**config.mk**
```make
export PLATFORM = sky130hd
export DESIGN_NAME = dev_uart8
export DESIGN_NICKNAME = d
export VERILOG_FILES = /design/src/rtl/dev_uart8.sv
export SDC_FILE = /design/constraint.sdc
export NUM_CORES = 1
export LEC_CHECK = 0
export CAP_MARGIN = 20
export CORE_MARGIN = 2
export CORE_UTILIZATION = 30
export DETAILED_ROUTE_END_ITERATION = 6
export GPL_TIMING_DRIVEN = 0
export SKIP_LAST_GASP = 1
export SLEW_MARGIN = 20
export SYNTH_ARGS = -nofsm -noshare
export SYNTH_HDL_FRONTEND = slang
export SYNTH_SLANG_ARGS = --single-unit
```
**constraint.sdc**
```tcl
create_clock -name clk -period 3 [get_ports clk]
set_input_delay 0.6 -clock clk [delete_from_list [all_inputs] [get_ports clk]]
set_output_delay 0.6 -clock clk [all_outputs]
set_load 0.005 [all_outputs]
```
**src/rtl/dev_uart8.sv**
```systemverilog
// Memory-mapped 8N1 UART: bus slave with DATA/STATUS/BAUD/CTRL registers,
// TX/RX FIFOs, 2-flop RX synchronizer and level interrupt requests.
module dev_uart8 #(
  parameter int unsigned FIFO_DEPTH  = 4,
  parameter int unsigned DEFAULT_DIV = 103
) (
  input  logic        clk,
  input  logic        reset,
  input  logic        stb,
  output logic        ack,
  input  logic        rw,
  input  logic [2:0]  addr,
  input  logic [31:0] dwrite,
  output logic [31:0] dtr,
  input  logic        rx,
  output logic        tx,
  output logic        irq_rx,
  output logic        irq_tx
);

  localparam int unsigned AW = $clog2(FIFO_DEPTH);

  typedef enum logic [1:0] {StIdle, StStart, StData, StStop} state_e;

  // Configuration, flags and bus outputs
  logic [15:0] r_baud;
  logic [1:0]  r_ctrl;
  logic        r_ovr, r_ferr;
  logic        r_irq_rx, r_irq_tx;
  logic        r_ack;
  logic [31:0] r_dtr;

  // TX FIFO
  logic [7:0]  r_txf_mem [FIFO_DEPTH];
  logic [AW:0] r_txf_wp, r_txf_rp;
  logic        w_txf_empty, w_txf_full, w_txf_push, w_txf_pop;
  logic [7:0]  w_txf_head;

  // RX FIFO
  logic [7:0]  r_rxf_mem [FIFO_DEPTH];
  logic [AW:0] r_rxf_wp, r_rxf_rp;
  logic        w_rxf_empty, w_rxf_full, w_rxf_push, w_rxf_pop;
  logic [7:0]  w_rxf_head;

  // TX FSM
  state_e      r_tx_state;
  logic [15:0] r_tx_cnt;
  logic [2:0]  r_tx_bit;
  logic [7:0]  r_tx_shift;
  logic        r_tx;

  // RX synchronizer and FSM
  logic        r_rx_s1, r_rx_s2, r_rx_s3;
  state_e      r_rx_state;
  logic [15:0] r_rx_cnt;
  logic [2:0]  r_rx_bit;
  logic [7:0]  r_rx_shift;

  // Bus decode and derived status
  logic        w_rd_data, w_wr_data, w_rd_status, w_wr_baud, w_wr_ctrl;
  logic        w_tx_empty, w_tx_busy;
  logic        w_rx_done, w_rx_push_req, w_ovr_set, w_ferr_set;
  logic [5:0]  w_status;
  logic [31:0] w_rdata;
  logic [16:0] w_half;
  logic [15:0] w_half_m1;
  logic        w_unused_dwrite;

  assign w_unused_dwrite = ^dwrite[31:16];

  assign w_rd_data   = stb & ~rw & (addr == 3'd0);
  assign w_wr_data   = stb &  rw & (addr == 3'd0);
  assign w_rd_status = stb & ~rw & (addr == 3'd1);
  assign w_wr_baud   = stb &  rw & (addr == 3'd2);
  assign w_wr_ctrl   = stb &  rw & (addr == 3'd3);

  assign w_txf_empty = (r_txf_wp == r_txf_rp);
  assign w_txf_full  = (r_txf_wp[AW] != r_txf_rp[AW]) &&
                       (r_txf_wp[AW-1:0] == r_txf_rp[AW-1:0]);
  assign w_txf_head  = r_txf_mem[r_txf_rp[AW-1:0]];
  assign w_rxf_empty = (r_rxf_wp == r_rxf_rp);
  assign w_rxf_full  = (r_rxf_wp[AW] != r_rxf_rp[AW]) &&
                       (r_rxf_wp[AW-1:0] == r_rxf_rp[AW-1:0]);
  assign w_rxf_head  = r_rxf_mem[r_rxf_rp[AW-1:0]];

  // TX pops when a frame starts, either from idle or back-to-back after a stop bit
  assign w_txf_pop  = ~w_txf_empty &
                      ((r_tx_state == StIdle) || ((r_tx_state == StStop) && (r_tx_cnt == 16'd0)));
  assign w_txf_push = w_wr_data & (~w_txf_full | w_txf_pop);

  assign w_rx_done     = (r_rx_state == StStop) && (r_rx_cnt == 16'd0);
  assign w_rx_push_req = w_rx_done & r_rx_s2;
  assign w_ferr_set    = w_rx_done & ~r_rx_s2;
  assign w_rxf_pop     = w_rd_data & ~w_rxf_empty;
  assign w_rxf_push    = w_rx_push_req & (~w_rxf_full | w_rxf_pop);
  assign w_ovr_set     = w_rx_push_req & w_rxf_full & ~w_rxf_pop;

  assign w_tx_busy  = (r_tx_state != StIdle);
  assign w_tx_empty = w_txf_empty & ~w_tx_busy;
  assign w_status   = {r_ferr, r_ovr, w_tx_busy, w_tx_empty, w_txf_full, ~w_rxf_empty};

  assign w_half    = ({1'b0, r_baud} + 17'd1) >> 1;
  assign w_half_m1 = (w_half == 17'd0) ? 16'd0 : w_half[15:0] - 16'd1;

  always_comb begin
    w_rdata = '0;
    case (addr)
      3'd0:    w_rdata = w_rxf_empty ? 32'd0 : {24'd0, w_rxf_head};
      3'd1:    w_rdata = {26'd0, w_status};
      3'd2:    w_rdata = {16'd0, r_baud};
      3'd3:    w_rdata = {30'd0, r_ctrl};
      default: w_rdata = '0;
    endcase
  end

  always_ff @(posedge clk) begin
    if (reset) begin
      r_ack <= 1'b0;
      r_dtr <= '0;
    end else begin
      r_ack <= stb;
      r_dtr <= (stb && !rw) ? w_rdata : 32'd0;
    end
  end

  always_ff @(posedge clk) begin
    if (reset) begin
      r_baud   <= DEFAULT_DIV[15:0];
      r_ctrl   <= '0;
      r_ovr    <= 1'b0;
      r_ferr   <= 1'b0;
      r_irq_rx <= 1'b0;
      r_irq_tx <= 1'b0;
    end else begin
      if (w_wr_baud) r_baud <= dwrite[15:0];
      if (w_wr_ctrl) r_ctrl <= dwrite[1:0];
      // A same-cycle event wins over the clearing STATUS read
      r_ovr    <= w_ovr_set  | (r_ovr  & ~w_rd_status);
      r_ferr   <= w_ferr_set | (r_ferr & ~w_rd_status);
      r_irq_rx <= r_ctrl[0] & ~w_rxf_empty;
      r_irq_tx <= r_ctrl[1] & w_tx_empty;
    end
  end

  always_ff @(posedge clk) begin
    if (reset) begin
      r_txf_wp <= '0;
      r_txf_rp <= '0;
      r_rxf_wp <= '0;
      r_rxf_rp <= '0;
    end else begin
      if (w_txf_push) r_txf_wp <= r_txf_wp + 1'b1;
      if (w_txf_pop)  r_txf_rp <= r_txf_rp + 1'b1;
      if (w_rxf_push) r_rxf_wp <= r_rxf_wp + 1'b1;
      if (w_rxf_pop)  r_rxf_rp <= r_rxf_rp + 1'b1;
    end
  end

  always_ff @(posedge clk) begin
    if (w_txf_push) r_txf_mem[r_txf_wp[AW-1:0]] <= dwrite[7:0];
    if (w_rxf_push) r_rxf_mem[r_rxf_wp[AW-1:0]] <= r_rx_shift;
  end

  always_ff @(posedge clk) begin
    if (reset) begin
      r_tx_state <= StIdle;
      r_tx_cnt   <= '0;
      r_tx_bit   <= '0;
      r_tx_shift <= '0;
      r_tx       <= 1'b1;
    end else begin
      case (r_tx_state)
        StIdle: begin
          if (!w_txf_empty) begin
            r_tx_state <= StStart;
            r_tx_cnt   <= r_baud;
            r_tx_shift <= w_txf_head;
            r_tx       <= 1'b0;
          end
        end
        StStart: begin
          if (r_tx_cnt == 16'd0) begin
            r_tx_state <= StData;
            r_tx_cnt   <= r_baud;
            r_tx_bit   <= '0;
            r_tx       <= r_tx_shift[0];
            r_tx_shift <= {1'b0, r_tx_shift[7:1]};
          end else begin
            r_tx_cnt <= r_tx_cnt - 16'd1;
          end
        end
        StData: begin
          if (r_tx_cnt == 16'd0) begin
            r_tx_cnt <= r_baud;
            if (r_tx_bit == 3'd7) begin
              r_tx_state <= StStop;
              r_tx       <= 1'b1;
            end else begin
              r_tx_bit   <= r_tx_bit + 3'd1;
              r_tx       <= r_tx_shift[0];
              r_tx_shift <= {1'b0, r_tx_shift[7:1]};
            end
          end else begin
            r_tx_cnt <= r_tx_cnt - 16'd1;
          end
        end
        StStop: begin
          if (r_tx_cnt == 16'd0) begin
            if (!w_txf_empty) begin
              r_tx_state <= StStart;
              r_tx_cnt   <= r_baud;
              r_tx_shift <= w_txf_head;
              r_tx       <= 1'b0;
            end else begin
              r_tx_state <= StIdle;
            end
          end else begin
            r_tx_cnt <= r_tx_cnt - 16'd1;
          end
        end
        default: r_tx_state <= StIdle;
      endcase
    end
  end

  always_ff @(posedge clk) begin
    if (reset) begin
      r_rx_s1 <= 1'b1;
      r_rx_s2 <= 1'b1;
      r_rx_s3 <= 1'b1;
    end else begin
      r_rx_s1 <= rx;
      r_rx_s2 <= r_rx_s1;
      r_rx_s3 <= r_rx_s2;
    end
  end

  // r_rx_s2 is the synchronized line; r_rx_s3 is its previous value for edge detection
  always_ff @(posedge clk) begin
    if (reset) begin
      r_rx_state <= StIdle;
      r_rx_cnt   <= '0;
      r_rx_bit   <= '0;
      r_rx_shift <= '0;
    end else begin
      case (r_rx_state)
        StIdle: begin
          if (r_rx_s3 && !r_rx_s2) begin
            r_rx_state <= StStart;
            r_rx_cnt   <= w_half_m1;
          end
        end
        StStart: begin
          if (r_rx_cnt == 16'd0) begin
            if (r_rx_s2) begin
              r_rx_state <= StIdle;
            end else begin
              r_rx_state <= StData;
              r_rx_cnt   <= r_baud;
              r_rx_bit   <= '0;
            end
          end else begin
            r_rx_cnt <= r_rx_cnt - 16'd1;
          end
        end
        StData: begin
          if (r_rx_cnt == 16'd0) begin
            r_rx_shift <= {r_rx_s2, r_rx_shift[7:1]};
            r_rx_cnt   <= r_baud;
            if (r_rx_bit == 3'd7) r_rx_state <= StStop;
            else                  r_rx_bit   <= r_rx_bit + 3'd1;
          end else begin
            r_rx_cnt <= r_rx_cnt - 16'd1;
          end
        end
        StStop: begin
          if (r_rx_cnt == 16'd0) r_rx_state <= StIdle;
          else                   r_rx_cnt   <= r_rx_cnt - 16'd1;
        end
        default: r_rx_state <= StIdle;
      endcase
    end
  end

  assign ack    = r_ack;
  assign dtr    = r_dtr;
  assign tx     = r_tx;
  assign irq_rx = r_irq_rx;
  assign irq_tx = r_irq_tx;

endmodule

```
==> implementation parameters <==
Parameter                              Value

Route
  DRT iter0 DRCs    ~480
  Iteration count of the initial detailed-routing pass    5
  Residual DRC    0
  Post-DR vias/cell    about 5
  Wire length after detailed routing    24700 um
  Total number of vias    7202
  Antenna Violating Nets Remaining    0
  Routed len/inst    between 15 and 20 um

Yosys
  Most common flop cell mapped by yosys    sky130_fd_sc_hd__dfxtp_1
  Share of the yosys chip area belonging to registers    0.458
  Top-area cell type share of the netlist area    0.252
  Synth Instances    roughly 940
  Yosys reg bits    roughly 180
  Yosys warning count    0
  Post-Syn Area per Cell    9.94 um^2
  Leading cell types by total area after synthesis    sky130_fd_sc_hd__dfxtp_1, sky130_fd_sc_hd__edfxtp_1, sky130_fd_sc_hd__mux4_2, sky130_fd_sc_hd__nor2_1, sky130_fd_sc_hd__ha_1
  Synth async-reset ratio    0
  Number of unique standard cell types used by synthesis    74
  Biggest area consumer among synthesized cells    sky130_fd_sc_hd__dfxtp_1
  Netlist area before placement    roughly 9300 um^2
  Post-synth EDFFs    between 60 and 70

Clock network
  Total clock sinks    between 150 and 200
  Maximum level of the CTS H-tree    4
  Worst-skew pair later-pin latency    between 0.4 and 0.5 ns
  Count of hold-fix buffers inserted at cts    0
  Clock-pin slew on the worst setup and hold paths    about 0.070 ns
  Longest Clk Path Bufs    2
  Total clock buffers created by CTS    17
  Clock tree from TritonCTS    yes
  CTS Root Cell    sky130_fd_sc_hd__clkbuf_16

Global route
  Met2 track demand over resource in global routing    0.244
  Top Usage Layer GRT    met2
  Pin count of the biggest net entering global routing    17
  Overflow left after global routing    0
  Antenna violations before repair    1
  GR Util All Layers    0.153
  Global-route wire length before repair    slightly below 40000 um
  Fraction of met3 tracks used by global routing    0.0249
  Met1 usage in global routing    0.199
  Number of global-route vias before repair    about 7100

STA
  Fmax    roughly 0.35 GHz
  Number of hold-slack violations in the final timing report    0
  PnR worst setup slack    ~0.16 ns
  Worst-Margin Slew    0.871 ns
  Post-route clock skew    about 0.0097 ns
  Final setup violating endpoints    0
  Number of pins exceeding their max-slew limit in the final report    0
  Slew headroom    0.419
  Setup repair after global routing missed its margin    no
  Final Cycle Share    0.945
  Min cycle time layout    2.84 ns

Outcome
  Result of the run    completed

Finish
  Fin nets    around 1100
  Layout fillers    roughly 3100
  Area overhead of the layout relative to synthesis    16.6%
  Finished layout cell area    ~11000 um^2
  Utilization of the core after routing    0.355
  Share of final-layout standard cells stronger than drive strength 1    0.108

Critical path
  Largest fanout of any net on the critical path    10
  Required arrival time at the worst endpoint    between 3 and 4 ns
  Classification of the worst setup path    flip-flop to flip-flop
  Worst Path Arrival    roughly 3.1 ns
  Critical path endpoint category    flip-flop
  Kind of launch point of the worst setup path    flip-flop

Floorplanning
  Total Die Area    between 30000 and 40000 um^2
  Die H    180 um
  Die X-Extent    about 180 um
  Row Count    64
  CORE AREA    between 30000 and 40000 um^2
  Starting density of the core    0.304
  Top-level I/O count    76

Power
  Total power density per cell area    between 700 and 800 nW/um^2
  Maximum ir drop on the vdd rail    a little under 400 uV
  Total power draw    about 7.8 mW
  P_leak    between 3 and 4 nW

Placed design
  HPWL Detailed    17600 um
  Post-DP Area    about 10000 um^2
  Worst Setup Slack post-DPL    -0.245 ns
  Placer Congestion    0.873
  Number of port buffers    42

Job
  Max Cap Violations    0

Min path
  Worst hold path class    flip-flop to flip-flop
==> critical path, cell delays in order, from the launching register on <==
cell and delay, ns:
sky130_fd_sc_hd__dfxtp_1 0.34, sky130_fd_sc_hd__ha_1 0.28, sky130_fd_sc_hd__and3_1 0.20, sky130_fd_sc_hd__buf_2 0.18
sky130_fd_sc_hd__a311o_1 0.39, sky130_fd_sc_hd__o22a_2 0.27, sky130_fd_sc_hd__nor4_4 0.36, sky130_fd_sc_hd__a21oi_2 0.13
sky130_fd_sc_hd__buf_6 0.16, sky130_fd_sc_hd__a22oi_1 0.23, sky130_fd_sc_hd__a211oi_1 0.11
==> metal layers <==
layer  wire (um)  vias to the layer above
li1            -                     3487
met1       11100                     3474
met2       11600                      190
met3        1060                       51
met4         876                        0
met5           0                        -
==> cell type report <==
class | instances | area (um^2) | share of cell area
buffer | 80 | 403 | 0.0371
antenna | 1 | 2.50 | 0.000231
clock inverter | 15 | 133 | 0.0122
multi-input combinational | 669 | 4630 | 0.426
timing repair buffer | 42 | 420 | 0.0387
clock buffer | 17 | 425 | 0.0392
sequential | 181 | 4260 | 0.393
tap | 396 | 495 | 0.0456
inverter | 22 | 82.6 | 0.00761
==> power by group <==
part,total (mW),internal (mW),switching (mW)
clock,2.14,1.15,0.995
sequential,2.82,2.67,0.142
combinational,2.80,1.11,1.69
total,7.76,4.93,2.83
==> cells in the final DEF (no fill, tap or decap), types with 6 or more instances in the layout <==
| cell type | netlist | layout |
|---|---|---|
| sky130_fd_sc_hd__nor3_1 | 25 | 24 |
| sky130_fd_sc_hd__mux2i_1 | 35 | 35 |
| sky130_fd_sc_hd__clkdlybuf4s50_1 | 0 | 42 |
| sky130_fd_sc_hd__clkbuf_1 | 46 | 43 |
| sky130_fd_sc_hd__o31ai_1 | 6 | 6 |
| sky130_fd_sc_hd__nand2_1 | 88 | 88 |
| sky130_fd_sc_hd__dfxtp_1 | 117 | 117 |
| sky130_fd_sc_hd__nor2_1 | 94 | 94 |
| sky130_fd_sc_hd__nor2b_1 | 9 | 9 |
| sky130_fd_sc_hd__nand2b_1 | 7 | 7 |
| sky130_fd_sc_hd__buf_2 | 9 | 9 |
| sky130_fd_sc_hd__or3_1 | 6 | 6 |
| sky130_fd_sc_hd__o21ai_0 | 14 | 14 |
| sky130_fd_sc_hd__o2bb2ai_1 | 7 | 7 |
| sky130_fd_sc_hd__nand3b_1 | 6 | 6 |
| sky130_fd_sc_hd__nor4_1 | 6 | 6 |
| sky130_fd_sc_hd__a21oi_1 | 43 | 43 |
| sky130_fd_sc_hd__xnor2_1 | 39 | 39 |
| sky130_fd_sc_hd__xor2_1 | 22 | 22 |
| sky130_fd_sc_hd__a22oi_1 | 28 | 28 |
| sky130_fd_sc_hd__a31oi_1 | 7 | 7 |
| sky130_fd_sc_hd__and3_1 | 9 | 9 |
| sky130_fd_sc_hd__o22a_1 | 17 | 17 |
| sky130_fd_sc_hd__and2_1 | 22 | 21 |
| sky130_fd_sc_hd__nand3_1 | 26 | 26 |
| sky130_fd_sc_hd__mux4_2 | 16 | 16 |
| sky130_fd_sc_hd__a211oi_1 | 21 | 21 |
| sky130_fd_sc_hd__edfxtp_1 | 64 | 64 |
| sky130_fd_sc_hd__clkbuf_16 | 0 | 17 |
| sky130_fd_sc_hd__conb_1 | 1 | 16 |
| sky130_fd_sc_hd__inv_1 | 22 | 22 |
| sky130_fd_sc_hd__ha_1 | 28 | 28 |
| sky130_fd_sc_hd__buf_4 | 17 | 17 |
==> stage by stage <==
step / instances / TNS (ns) / hold WS [ns]
after floorplan: 952 / 0 / 0.389
after global placement: 1390 / -5.93 / 0.393
after detailed placement: 1390 / -7.17 / 0.395
after CTS: 1422 / 0 / 0.411
after global routing: 1423 / 0 / 0.435
final: 1423 / 0 / 0.409
==> path summary, 6_finish.rpt <==
kind	start	to	slack, ns	depth (start not counted)
worst max-delay path	r_baud[0]$_SDFFE_PP1P_	r_rx_cnt[11]$_SDFFE_PP0P_	0.16	10
worst min register to register	r_rx_s1$_SDFF_PP1_	r_rx_s2$_SDFF_PP1_	0.41	1
worst min-delay path	r_rx_s1$_SDFF_PP1_	r_rx_s2$_SDFF_PP1_	0.41	1
worst max register to register	r_baud[0]$_SDFFE_PP1P_	r_rx_cnt[11]$_SDFFE_PP0P_	0.16	10
==> synthesized netlist by cell type (5+ instances only) <==
library cell,n
sky130_fd_sc_hd__a22oi_1,28
sky130_fd_sc_hd__buf_2,9
sky130_fd_sc_hd__mux2i_1,35
sky130_fd_sc_hd__nand2_1,88
sky130_fd_sc_hd__o22a_1,17
sky130_fd_sc_hd__or3_1,6
sky130_fd_sc_hd__a31oi_1,7
sky130_fd_sc_hd__a21oi_1,43
sky130_fd_sc_hd__a211oi_1,21
sky130_fd_sc_hd__clkbuf_1,46
sky130_fd_sc_hd__nand3b_1,6
sky130_fd_sc_hd__o22ai_1,5
sky130_fd_sc_hd__o21ai_0,14
sky130_fd_sc_hd__xor2_1,22
sky130_fd_sc_hd__nor2_1,94
sky130_fd_sc_hd__nand3_1,26
sky130_fd_sc_hd__nor3_1,25
sky130_fd_sc_hd__o31ai_1,6
sky130_fd_sc_hd__nor2b_1,9
sky130_fd_sc_hd__ha_1,28
sky130_fd_sc_hd__buf_4,17
sky130_fd_sc_hd__nand2b_1,7
sky130_fd_sc_hd__and2_1,22
sky130_fd_sc_hd__edfxtp_1,64
sky130_fd_sc_hd__and3_1,9
sky130_fd_sc_hd__inv_1,22
sky130_fd_sc_hd__or2_2,5
sky130_fd_sc_hd__xnor2_1,39
sky130_fd_sc_hd__nor4_1,6
sky130_fd_sc_hd__dfxtp_1,117
sky130_fd_sc_hd__mux4_2,16
sky130_fd_sc_hd__o2bb2ai_1,7
sky130_fd_sc_hd__buf_1,5
==> registers in the layout (all words and copies together) (netlist names), 2 cells and up, named ones only <==
register	flops
r_rxf_rp	3
r_tx_bit	3
r_rx_bit	3
r_ctrl	2
r_tx_state	2
r_rxf_mem	32
r_baud	16
r_txf_wp	3
r_tx_shift	8
r_tx_cnt	16
dtr	16
r_rx_shift	8
r_rxf_wp	3
r_txf_rp	3
r_rx_cnt	16
r_txf_mem	32
==> repair_timing <==
action                                  4_1_cts  5_1_grt
endpoints found under the setup margin        0       11
gates resized for setup                       0        8
endpoints found under the hold margin         0        0
buffers inserted                              0        0
==> logic make-up (layout without fill, tap and decap cells) <==
logic type | after synthesis | in the layout | synth area share
other | 1 | 17 | 0.000403
buffers and inverters | 102 | 176 | 0.0516
DFF | 181 | 181 | 0.458
and+or+nand+nor | 332 | 332 | 0.179
muxes | 51 | 51 | 0.0763
adders and majority gates | 28 | 28 | 0.0376
AOI/OAI and AO/OA | 181 | 181 | 0.139
xor gates and xnor gates | 61 | 61 | 0.0574
(Power assumes the default switching activity.)
